[src/rtl/parallel_drain_fifo.sv]
// Parallel-load, serial-drain word buffer: captures up to DEPTH words at once
// and hands them out one per handshake, with bubble-free back-to-back reload.
module parallel_drain_fifo #(
  parameter int DEPTH = 4,
  parameter int WIDTH = 8,
  localparam int LW = $clog2(DEPTH+1),
  localparam int PW = $clog2(DEPTH)
) (
  input  logic                   clk,
  input  logic                   rst,
  input  logic                   load_en,
  input  logic [LW-1:0]          load_len,
  input  logic [WIDTH*DEPTH-1:0] data_in,
  output logic                   load_ready,
  output logic                   out_valid,
  input  logic                   out_ready,
  output logic [WIDTH-1:0]       data_out,
  output logic                   out_last,
  output logic [LW-1:0]          remaining
);
  localparam logic [0:0] IDLE  = 1'b0;
  localparam logic [0:0] DRAIN = 1'b1;

  logic [0:0]       state;
  logic [WIDTH-1:0] mem [DEPTH];
  logic [PW-1:0]    ptr;
  logic [LW-1:0]    len;
  logic [LW-1:0]    eff_len;
  logic             drain, handshake, load_acc;

  assign drain     = (state == DRAIN);
  assign eff_len   = (load_len > LW'(DEPTH)) ? LW'(DEPTH) : load_len;
  assign out_valid = drain;
  assign out_last  = drain && (LW'(ptr) == len - LW'(1));
  assign remaining = drain ? len - LW'(ptr) : '0;
  assign data_out  = drain ? mem[ptr] : '0;
  // Reload is only allowed while the final word leaves, so no bubble and no overwrite.
  assign load_ready = !drain || (out_last && out_ready);
  assign handshake  = out_valid && out_ready;
  assign load_acc   = load_en && load_ready && (load_len != '0);

  always_ff @(posedge clk or negedge rst) begin
    if (!rst) begin
      for (int i = 0; i < DEPTH; i++) mem[i] <= '0;
    end else if (load_acc) begin
      for (int i = 0; i < DEPTH; i++) mem[i] <= data_in[i*WIDTH +: WIDTH];
    end
  end

  always_ff @(posedge clk or negedge rst) begin
    if (!rst) begin
      state <= IDLE;
      ptr   <= '0;
      len   <= '0;
    end else if (load_acc) begin
      state <= DRAIN;
      ptr   <= '0;
      len   <= eff_len;
    end else if (handshake) begin
      if (out_last) begin
        state <= IDLE;
        ptr   <= '0;
      end else begin
        ptr <= ptr + PW'(1);
      end
    end
  end
endmodule

[config.mk]
export PLATFORM = sky130hd
export DESIGN_NAME = parallel_drain_fifo
export DESIGN_NICKNAME = d
export VERILOG_FILES = /design/src/rtl/parallel_drain_fifo.sv
export SDC_FILE = /design/constraint.sdc
export NUM_CORES = 1
export LEC_CHECK = 0
export CORE_ASPECT_RATIO = 0.5
export CORE_MARGIN = 1.5
export CORE_UTILIZATION = 51
export DETAILED_ROUTE_END_ITERATION = 7
export PLACE_DENSITY_LB_ADDON = 0.05
export SLEW_MARGIN = 20
export SYNTH_ARGS = -nofsm -noshare
export SYNTH_HDL_FRONTEND = slang
export SYNTH_SLANG_ARGS = --single-unit
[constraint.sdc]
create_clock -name clk -period 2.45 [get_ports clk]
set_input_delay 0.49 -clock clk [delete_from_list [all_inputs] [get_ports clk]]
set_output_delay 0.49 -clock clk [all_outputs]
set_load 0.03 [all_outputs]
; ---- After elaboration in Yosys (flattened, before gate mapping)
; Index checks and enable logic that the tools add are counted.
[op_classes]
mul = 0
reduce_logical = 11
n_div = 0
shifts = 0
n_mux = 12
order_cmp = 2
addsub = 3
n_eq_ne = 1
n_bitwise = 1
[ops]
columns = operator, n
row1 = $mux 8, 3
row2 = $bmux 8 s2, 1
row3 = $mux 2, 3
row4 = $mux 3, 2
row5 = $logic_and 1x1->1, 5
row6 = $reduce_bool 2->1, 2
row7 = $eq 2x3->1, 1
row8 = $ge 3x3->1 const B, 1
row9 = $gt 3x3->1 const B, 1
row10 = $mux 1, 3
row11 = $not 2->3, 1
row12 = $reduce_bool 3->1, 1
row13 = $sub 3x1->3 const B, 1
row14 = $sub 3x2->3, 1
row15 = $add 2x1->2 const B, 1
row16 = $reduce_and 2->1, 1
row17 = $logic_not 1->1, 1
row18 = $logic_or 1x1->1, 1
[word_totals]
memories = 0
reg_bits = 38
latch_bits = 0
output_inout_bits = 14
mem_bits_rw = 0
rom_bits = 0
input_bits = 39

; ---- Depth between registers and ports, before layout
; Gate-level depths: netlist (run 1).
[logic_depth]
depth_word = 9
mapped_depth = 7

; ---- Worst setup path before layout (run 1)
; Ideal clock, no wire load.
[synth_path]
path_type = reg-to-output
start = register len[1]
end = output out_last
stages_incl_launch_ff = 5
arrival_time_ns = 1.862
slack_ns = 0.098
path_cell_list = dfrtp_1 -> inv_1 -> ha_1 -> xnor2_1 -> nor4_1
[synth_via]
elab_chain_len = 3
[synth_rtl]
columns = item, line
row1 = "start, declared", 27  ; logic [LW-1:0] len;
row2 = "start signal, assigned", 58  ; len <= eff_len;
row3 = $sub 3x1->3, 34  ; assign out_last = drain && (LW'(ptr) == len - LW'(1));
row4 = $eq 2x3->1, 34
row5 = $logic_and 1x1->1, 34
row6 = "end, declared", 18  ; output logic out_last,
; No other way between the ends.

; ---- Worst setup path after layout (run 1)
[layout_path]
start = input out_ready
end = output load_ready
[layout_via]
elab_chain_len = 2
[layout_rtl]
columns = item, line
row1 = "start, declared", 16  ; input logic out_ready,
row2 = $logic_and 1x1->1, 38  ; assign load_ready = !drain || (out_last && out_ready);
row3 = $logic_or 1x1->1, 38
row4 = "end, declared", 14  ; output logic load_ready,
; No other way between the ends.

==> results of run 1 <==
-- power by group through the flow --
stage | clock network, W | logic [W] | registers (W)
2_1_floorplan | 0 | 0.00196 | 0.00105
3_3_place_gp | 0 | 0.00261 | 0.00113
3_5_place_dp | 0 | 0.00265 | 0.00113
4_1_cts | 0.000459 | 0.00258 | 0.00113
5_1_grt | 0.000497 | 0.00283 | 0.00117
6_report | 0.000448 | 0.00261 | 0.00113
-- final cells by class --
type,count,area (sq um)
fillers,337,1380
multi-input cells,114,1190
flip-flops and latches,38,953
repair buffers,62,592
inverters,39,146
clock buffers,7,86.3
well taps,57,71.3
clock inverters,1,5.00
-- worst min-delay path by stage --
stage | slack (ns) | startpoint | to | depth (start not counted)
finish | 0.31 | rst | mem[25]$_DFFE_PN0P_ | 1
global route | 0.38 | rst | mem[25]$_DFFE_PN0P_ | 1
detailed placement | 0.54 | mem[6]$_DFFE_PN0P_ | mem[6]$_DFFE_PN0P_ | 2
global placement | 0.53 | mem[6]$_DFFE_PN0P_ | mem[6]$_DFFE_PN0P_ | 2
floorplan | 0.19 | rst | len[0]$_DFFE_PN0P_ | 0
CTS | 0.33 | rst | mem[25]$_DFFE_PN0P_ | 1
-- repair_timing --
item | in CTS | in global routing
setup endpoints to repair | 8 | 3
gates resized for setup | 7 | 4
pin swaps | 1 | 0
-- metal layers --
layer / GRT usage / vias up / wire [um]
li1: - / 865 / -
met1: 0.358 / 918 / 2700
met2: 0.365 / 59 / 2470
met3: 0.0616 / 4 / 319
met4: 0.0493 / 0 / 18
met5: 0 / - / 0
-- metrics by stage --
stage / area [sq um] / power [W]
floorplan: 2370 / 0.00301
global placement: 2940 / 0.00374
detailed placement: 2940 / 0.00379
CTS: 3030 / 0.00417
global route: 3050 / 0.00450
finish: 3050 / 0.00419
-- kinds of logic (layout without fill, tap and decap cells) --
kind of cell	Yosys count	after routing	synth area share
AO/OA/AOI/OAI	76	76	0.313
buffers and inverters	58	109	0.109
flip-flops	38	38	0.401
AND/OR/NAND/NOR	24	24	0.0703
multiplexers	8	8	0.0761
adder cells (fa/ha/maj)	3	3	0.0190
XOR/XNOR	3	3	0.0111
-- flip-flops by register name (all words and copies together) (netlist names) --
register   cells
mem           32
len            3
ptr            2
out_valid      1
-- critical path, delay by kind of cell --
family,cells,cell delay (ns)
buffers and inverters,4,0.87
AO/OA/AOI/OAI,1,0.52
-- Yosys cell counts, drive strengths merged (2+ instances only) --
library cell   n  area (sq um)
nor2           2          7.51
nor4           2          27.5
clkbuf         8          30.0
inv           39           146
ha             2          25.0
buf           11          82.6
o21ai         36           180
xnor2          2          17.5
and2           8          50.1
o32ai         34           508
mux4           8           180
nand3          2          10.0
nand3b         2          15.0
dfrtp         38           951
nand2b         3          18.8
==> summary.txt, run 1 <==
STA
  – Max Slew Vio Count: 0
  – Worst Tran Pin Value: 0.866 ns
  – Tcrit/Tclk final: 0.965
  – Final worst slack: 0.0847 ns
  – Worst relative slew slack: 0.423
  – Fin crit period: 2.37 ns
  – Hold slack: 0.313 ns
  – Skew final: 0.00425 ns
  – Final setup violation count: 0
  – Fin. Hold Viols: 0
  – RSZ-0062 raised after global routing: false
  – Max Freq: 0.423 GHz
  – Final setup TNS: 0 ns

Synthesis
  – Post-synth EDFFs: 0
  – Seq/Total Area, Yosys: 0.401
  – Synth Instances: 210
  – Post-Syn Area: 0.00237 sq mm
  – Top FF cell, synth: dfrtp_1
  – Synth Warn #: 0
  – Distinct cells, synth: 33
  – Flops & latches, synth: 38
  – Synthesized area per cell: 11.3 sq um
  – Syn_nets: 252
  – Post-synth ARST share: 1.00

Pwr
  – Flop pwr share: 0.270
  – Logic pwr share: 0.623
  – Cell-internal power: 0.00231 W
  – Psw: 0.00188 W
  – Clk network pwr share: 0.107
  – LEAKAGE: 1.32 nW
  – Peak supply drop: 0.00144 V
  – Power Density: 1380 mW/mm^2
  – Sw Share: 0.449

Placed design
  – Setup Slack @ Placement: 0.117 ns
  – Gpl congestion: 0.878
  – Dpl hpwl: 3550 um
  – I/O Buffers: 52
  – Placed Cells: 310

GRT
  – Antenna violations before repair: 0
  – Number of global-route vias before repair: 1,905
  – First-pass GRT wire length: 9490 um
  – Largest net degree at the start of global routing: 39
  – Total grt overflow: 0
  – All-Layer GR Usage: 0.243

Floorplanning
  – Starting density of the core: 0.535
  – Die ar.: 0.00509 sq mm
  – # IOs: 53
  – Rows: 17
  – DIE WIDTH: 99.4 um
  – Die Y: 51.2 um
  – Total core area: 0.00442 sq mm

Setup path
  – Crit path required time: 1.96 ns
  – Worst Setup EP: load_ready
  – Worst reg-to-reg setup slack: 0.46 ns
  – Setup CP Type: in2out
  – Arr. time, crit path: 1.88 ns
  – Reg-to-Reg Start: len[0]$_DFFE_PN0P_
  – Setup crit end kind: output pin
  – Crit path launch: out_ready
  – CP most frequent cell: inv_1
  – Reg-to-reg endpoint: mem[9]$_DFFE_PN0P_
  – Critical path cell sequence: clkdlybuf4s50_1, inv_1, o41a_2, inv_1, buf_4
  – Setup crit start kind: input port
  – CP max-delay cell: clkdlybuf4s50_1
  – Max Fanout on Critical Path: 5
  – CP peak stage delay: 0.54 ns
  – Worst reg2reg path depth: 6

Routing
  – Drt pass-1 iters: 5
  – Drt initial violations: 85
  – Remaining DRCs: 0
  – Wire per inst: 17.3 um
  – Via count: 1,846
  – Routed Antenna Nets: 0
  – Final wirelength: 5500 um
  – Vias per cell: 5.81

Layout
  – Synthesis-to-layout area growth: 28.7%
  – Commonest non-fill, non-tap cell in the layout: inv_1
  – Ratio of cells with drive above 1 in the final layout: 0.261
  – Most frequent cells in the layout: inv_1 (39), clkdlybuf4s50_1 (38), o21ai_0 (36), dfrtp_1 (36), o32ai_2 (28)
  – Nets@finish: 302
  – Antenna Cells: 0
  – Fin cells: 318
  – Final Util: 0.689

Clock tree
  – Clock H-tree levels: 2
  – CTS tree: done
  – Setup Fix Bufs, Post-CTS: 0
  – Root buffer cell: clkbuf_8
  – Worst skew pair latency: 0.28 ns
  – Hold_buf cts: 0
  – Clk buf depth: 2
  – Clk slew on worst S/H paths: 0.08 ns
  – CTS Sinks: 38
  – CTS Buf Count: 5

Min path
  – Hold Crit Class: in2async

Status
  – Status: finished, final reports clean

Run
  – Max cap viols: 0
Power figures use the tool's default switching activity.
==> inputs of run 2 (changes only) <==
--- a/config.mk
+++ b/config.mk
@@ -7,7 +7,7 @@
 export LEC_CHECK = 0
 export CORE_ASPECT_RATIO = 0.5
 export CORE_MARGIN = 1.5
-export CORE_UTILIZATION = 51
+export CORE_UTILIZATION = 54
 export DETAILED_ROUTE_END_ITERATION = 7
 export PLACE_DENSITY_LB_ADDON = 0.05
 export SLEW_MARGIN = 20
==> constraint.sdc (replaced) <==
create_clock -name clk -period 2.9 [get_ports clk]
set_input_delay 0.58 -clock clk [delete_from_list [all_inputs] [get_ports clk]]
set_output_delay 0.58 -clock clk [all_outputs]
set_load 0.03 [all_outputs]
==> summary.txt, run 2 (same netlist as run 1, synthesis figures left out) <==
Status
  – Status: finished, final reports clean

STA
  – Tcrit/Tclk final: 0.978
  – Max Freq: 0.353 GHz
  – Fin. Hold Viols: 0
  – Final setup TNS: 0 ns
  – Final setup violation count: 0
  – Skew final: 0.00627 ns
  – Max Slew Vio Count: 0
  – RSZ-0062 raised after global routing: false
  – Worst Tran Pin Value: 0.855 ns
  – Worst relative slew slack: 0.430
  – Fin crit period: 2.84 ns

Clock tree
  – Root buffer cell: clkbuf_8
  – Worst skew pair latency: 0.29 ns
  – Post-cts sizing count: 1
  – CTS Buf Count: 5
  – Clk slew on worst S/H paths: 0.08 ns
  – Setup Fix Bufs, Post-CTS: 0
  – CTS tree: done
  – CTS Sinks: 38
  – Clock H-tree levels: 2
  – Hold_buf cts: 0
  – Clk buf depth: 2

Floorplanning
  – Starting density of the core: 0.586
  – # IOs: 53
  – Die ar.: 0.00482 sq mm
  – Total core area: 0.00404 sq mm
  – Die Y: 49.8 um
  – Rows: 16
  – DIE WIDTH: 96.7 um

Routing
  – Drt initial violations: 95
  – Drt pass-1 iters: 4
  – Vias per cell: 6.04
  – Highest routed layer: met4
  – M1 wire length: 2360 um
  – Wire per inst: 17.6 um
  – Final wirelength: 5520 um
  – WL met3: 529 um
  – Remaining DRCs: 0
  – Routed Antenna Nets: 0
  – Via count: 1,895
  – Metal2 WL: 2600 um

Layout
  – Most frequent cells in the layout: clkdlybuf4s50_1 (44), inv_1 (39), dfrtp_1 (38)
  – Fill count: 280
  – Synthesis-to-layout area growth: 27.7%
  – Nets@finish: 301
  – Max reg flops: 32
  – Commonest non-fill, non-tap cell in the layout: clkdlybuf4s50_1
  – Ratio of cells with drive above 1 in the final layout: 0.227
  – Biggest register: mem
  – Antenna Cells: 0
  – Largest registers: mem: 32 flops, len: 3 flops, ptr: 2 flops

Placed design
  – Gpl congestion: 0.830
  – I/O Buffers: 52
  – Dpl hpwl: 3690 um

Setup path
  – Setup CP Type: reg2out
  – CP peak stage delay: 0.58 ns
  – Reg-to-reg endpoint: mem[8]$_DFFE_PN0P_
  – Arr. time, crit path: 2.26 ns
  – Reg-to-Reg Start: len[1]$_DFFE_PN0P_
  – Worst reg-to-reg setup slack: 0.74 ns
  – Setup crit start kind: flip-flop
  – Critical path cell sequence: buf_6, mux4_2, and2_1, clkdlybuf4s50_1
  – Crit path required time: 2.32 ns
  – Max Fanout on Critical Path: 8
  – Setup crit end kind: output pin
  – CP max-delay cell: clkdlybuf4s50_1
  – Worst reg2reg path depth: 6

GRT
  – Number of global-route vias before repair: 1,894
  – All-Layer GR Usage: 0.248
  – Total grt overflow: 0
  – Antenna violations before repair: 0
  – First-pass GRT wire length: 9450 um
  – Largest net degree at the start of global routing: 39

Pwr
  – Overall Power: 0.00357 W
  – LEAKAGE: 1.34 nW
  – Peak supply drop: 0.00130 V
  – Power Density: 1180 mW/mm^2

Min path
  – Hold Crit Class: in2async

Run
  – Max cap viols: 0
## run 2: through the flow
stage	hold WS, ns	setup slack, ns	instances	utilization	cell area [sq um]
2_1_floorplan	0.284	0.458	210	-	2370
3_3_place_gp	0.539	0.321	306	0.721	2910
3_5_place_dp	0.544	0.311	306	0.721	2910
4_1_cts	0.412	0.0186	314	0.744	3010
5_1_grt	0.467	0.00271	314	0.748	3020
6_report	0.389	0.0638	314	0.748	3020
## run 2: area by class of cell
class	count	area (sq um)	area share
timing repair buffer	61	596	0.197
multi-input combinational	114	1170	0.386
clock buffer	6	82.6	0.0273
sequential	38	951	0.314
tap	54	67.6	0.0223
clock inverter	2	12.5	0.00414
inverter	39	146	0.0484
## run 2: layer usage
layer | vias up | track usage
met2 | 87 | 0.395
met4 | 0 | 0.0580
met5 | - | 0
met1 | 936 | 0.348
met3 | 5 | 0.0610
li1 | 867 | -
## run 2: worst max-delay path by stage
stage	endpoint	slack, ns	from	depth (start not counted)
2_1_floorplan	out_last	0.46	len[1]$_DFFE_PN0P_	4
3_3_place_gp	out_last	0.32	len[1]$_DFFE_PN0P_	5
3_5_place_dp	out_last	0.31	len[1]$_DFFE_PN0P_	5
4_1_cts	data_out[4]	0.02	ptr[0]$_DFFE_PN0P_	4
5_1_grt	data_out[5]	0.003	ptr[0]$_DFFE_PN0P_	4
6_report	data_out[5]	0.06	ptr[0]$_DFFE_PN0P_	4
## run 2: power breakdown
part,internal [W],switching (W)
logic,0.00100,0.00125
registers,0.000777,0.000154
clock network,0.000191,0.000195
total,0.00197,0.00159
## run 2: critical path: cells and delay by family (launching register included)
family / cells / cell delay, ns
buffers and inverters: 2 / 0.80
flip-flops: 1 / 0.49
multiplexers: 1 / 0.51
AND/OR/NAND/NOR: 1 / 0.17
==> inputs of run 3 (changes only) <==
--- a/config.mk
+++ b/config.mk
@@ -5,10 +5,12 @@
 export SDC_FILE = /design/constraint.sdc
 export NUM_CORES = 1
 export LEC_CHECK = 0
+export CELL_PAD_IN_SITES_DETAIL_PLACEMENT = 1
+export CELL_PAD_IN_SITES_GLOBAL_PLACEMENT = 1
 export CORE_ASPECT_RATIO = 0.5
-export CORE_MARGIN = 1.5
-export CORE_UTILIZATION = 54
+export CORE_UTILIZATION = 43
 export DETAILED_ROUTE_END_ITERATION = 7
+export GPL_ROUTABILITY_DRIVEN = 0
 export PLACE_DENSITY_LB_ADDON = 0.05
 export SLEW_MARGIN = 20
 export SYNTH_ARGS = -nofsm -noshare
==> summary.txt, run 3 (same netlist as run 1, synthesis figures left out) <==
Clock tree
  – CTS Buf Count: 5
  – CTS tree: done
  – Hold_buf cts: 0
  – Clk buf depth: 2
  – CTS Sinks: 38
  – Clk slew on worst S/H paths: 0.08 ns
  – Worst skew pair latency: 0.29 ns
  – Clock H-tree levels: 2
  – Root buffer cell: clkbuf_8

Routing
  – Drt pass-1 iters: 4
  – Wire per inst: 18.9 um
  – Remaining DRCs: 0
  – Routed Antenna Nets: 0
  – Via count: 1,891
  – Drt initial violations: 79
  – Vias per cell: 5.73
  – Final wirelength: 6240 um

Floorplanning
  – Total core area: 0.00511 sq mm
  – Die Y: 54.5 um
  – Die ar.: 0.00583 sq mm
  – Rows: 18
  – # IOs: 53
  – DIE WIDTH: 107 um
  – Starting density of the core: 0.463

STA
  – Worst Tran Pin Value: 0.872 ns
  – Max Freq: 0.353 GHz
  – Fin. Hold Viols: 0
  – Fin crit period: 2.83 ns
  – Skew final: 0.00645 ns
  – Tcrit/Tclk final: 0.976
  – Max Slew Vio Count: 0
  – Worst relative slew slack: 0.419
  – Hold slack: 0.397 ns
  – Final setup violation count: 0

Layout
  – Largest registers: mem: 32 flops, len: 3 flops, ptr: 2 flops
  – Fin area: 0.00311 sq mm
  – FF/Latch Area: 951 sq um
  – Synthesis-to-layout area growth: 31.5%
  – Multi-input gate area: 0.00117 sq mm
  – Fill count: 542
  – Most frequent cells in the layout: clkdlybuf4s50_1 (47), inv_1 (39), dfrtp_1 (38)
  – Final Util: 0.609
  – Max reg flops: 32
  – Antenna Cells: 0
  – Biggest register: mem
  – Nets@finish: 301
  – Commonest non-fill, non-tap cell in the layout: clkdlybuf4s50_1
  – Ratio of cells with drive above 1 in the final layout: 0.231

GRT
  – First-pass GRT wire length: 10,300 um
  – Antenna violations before repair: 0
  – Total grt overflow: 0
  – Number of global-route vias before repair: 1,963
  – Largest net degree at the start of global routing: 39
  – All-Layer GR Usage: 0.240

Setup path
  – Max Fanout on Critical Path: 8
  – Setup crit end kind: output pin
  – CP max-delay cell: clkdlybuf4s50_1
  – Reg-to-reg endpoint: mem[9]$_DFFE_PN0P_
  – Reg-to-Reg Start: len[1]$_DFFE_PN0P_
  – Worst reg-to-reg setup slack: 0.74 ns
  – Setup crit start kind: flip-flop
  – Arr. time, crit path: 2.25 ns
  – Critical path cell sequence: buf_6, mux4_2, and2_1, clkdlybuf4s50_1
  – Worst reg2reg path depth: 6
  – Crit path required time: 2.32 ns
  – Setup CP Type: reg2out
  – CP peak stage delay: 0.58 ns

Placed design
  – Cell Area, Placed: 0.00296 sq mm
  – I/O Buffers: 52
  – Dpl hpwl: 4330 um

Min path
  – Hold Crit Class: in2async

Pwr
  – Flop pwr share: 0.249
  – Logic pwr share: 0.601
  – Overall Power: 0.00379 W
  – Power Density: 1220 mW/mm^2
  – LEAKAGE: 1.33 nW
  – Cell-internal power: 0.00216 W
  – Psw: 0.00163 W
  – Peak supply drop: 0.00103 V
  – Clk network pwr share: 0.149
  – Sw Share: 0.430

Status
  – Status: finished, final reports clean

Run
  – Max cap viols: 0
==> run 3: cell count changes in the layout (fill, tap and decap cells not counted), sizes merged <==
cell           change
buf                +1
bufinv             +2
clkdlybuf4s50      +3
clkinv             -1
clkinvlp           -1
dlygate4sd2        -1
dlymetal6s2s       -3
==> run 3: stage by stage <==
| stage | setup TNS [ns] | cells | setup slack [ns] |
|---|---|---|---|
| floorplan | 0 | 210 | 0.458 |
| detailed placement | 0 | 322 | 0.334 |
| global route | -0.0000557 | 330 | -0.0000557 |
| CTS | 0 | 330 | 0.0107 |
| finish | 0 | 330 | 0.0690 |
| global placement | 0 | 322 | 0.377 |
==> run 3: critical path: cells and delay by family (launching register included) <==
family                 cells  cell delay, ns
muxes                      1            0.52
buffers and inverters      2            0.80
and+or+nand+nor            1            0.17
DFF                        1            0.47
==> run 3: final cells by class <==
class | count | share of cell area
multi-input combinational | 114 | 0.377
sequential | 38 | 0.305
timing repair buffer | 61 | 0.196
inverter | 39 | 0.0470
tap | 70 | 0.0281
clock buffer | 6 | 0.0265
clock inverter | 2 | 0.0193
==> run 3: what timing repair did <==
item	CTS	global route
setup buffers	0	0
gates resized for setup	0	3
setup endpoints to repair	0	9
==> run 3: worst max-delay path by stage <==
stage                        from     endpoint  slack [ns]  depth (start not counted)
2_1_floorplan  len[1]$_DFFE_PN0P_     out_last        0.46                          4
4_1_cts        ptr[0]$_DFFE_PN0P_  data_out[2]        0.01                          4
3_3_place_gp            out_ready   load_ready        0.38                          5
5_1_grt        ptr[0]$_DFFE_PN0P_  data_out[2]    -0.00006                          4
3_5_place_dp   ptr[0]$_DFFE_PN0P_  data_out[2]        0.33                          4
6_report       ptr[0]$_DFFE_PN0P_  data_out[2]        0.07                          4
==> run 3: per-layer routing <==
layer  routed length [um]  track usage  vias to the layer above
li1                     -            -                      869
met1                 2880        0.322                      948
met2                 2900        0.398                       65
met3                  429       0.0667                        9
met4                   42       0.0457                        0
met5                    0            0                        -
==> run 3: power groups by stage <==
stage	Clock [W]	Combinational, W	Sequential, W
4_1_cts	0.000572	0.00230	0.000944
3_5_place_dp	0	0.00229	0.000952
3_3_place_gp	0	0.00222	0.000944
2_1_floorplan	0	0.00165	0.000891
6_report	0.000565	0.00228	0.000945
5_1_grt	0.000588	0.00246	0.000982
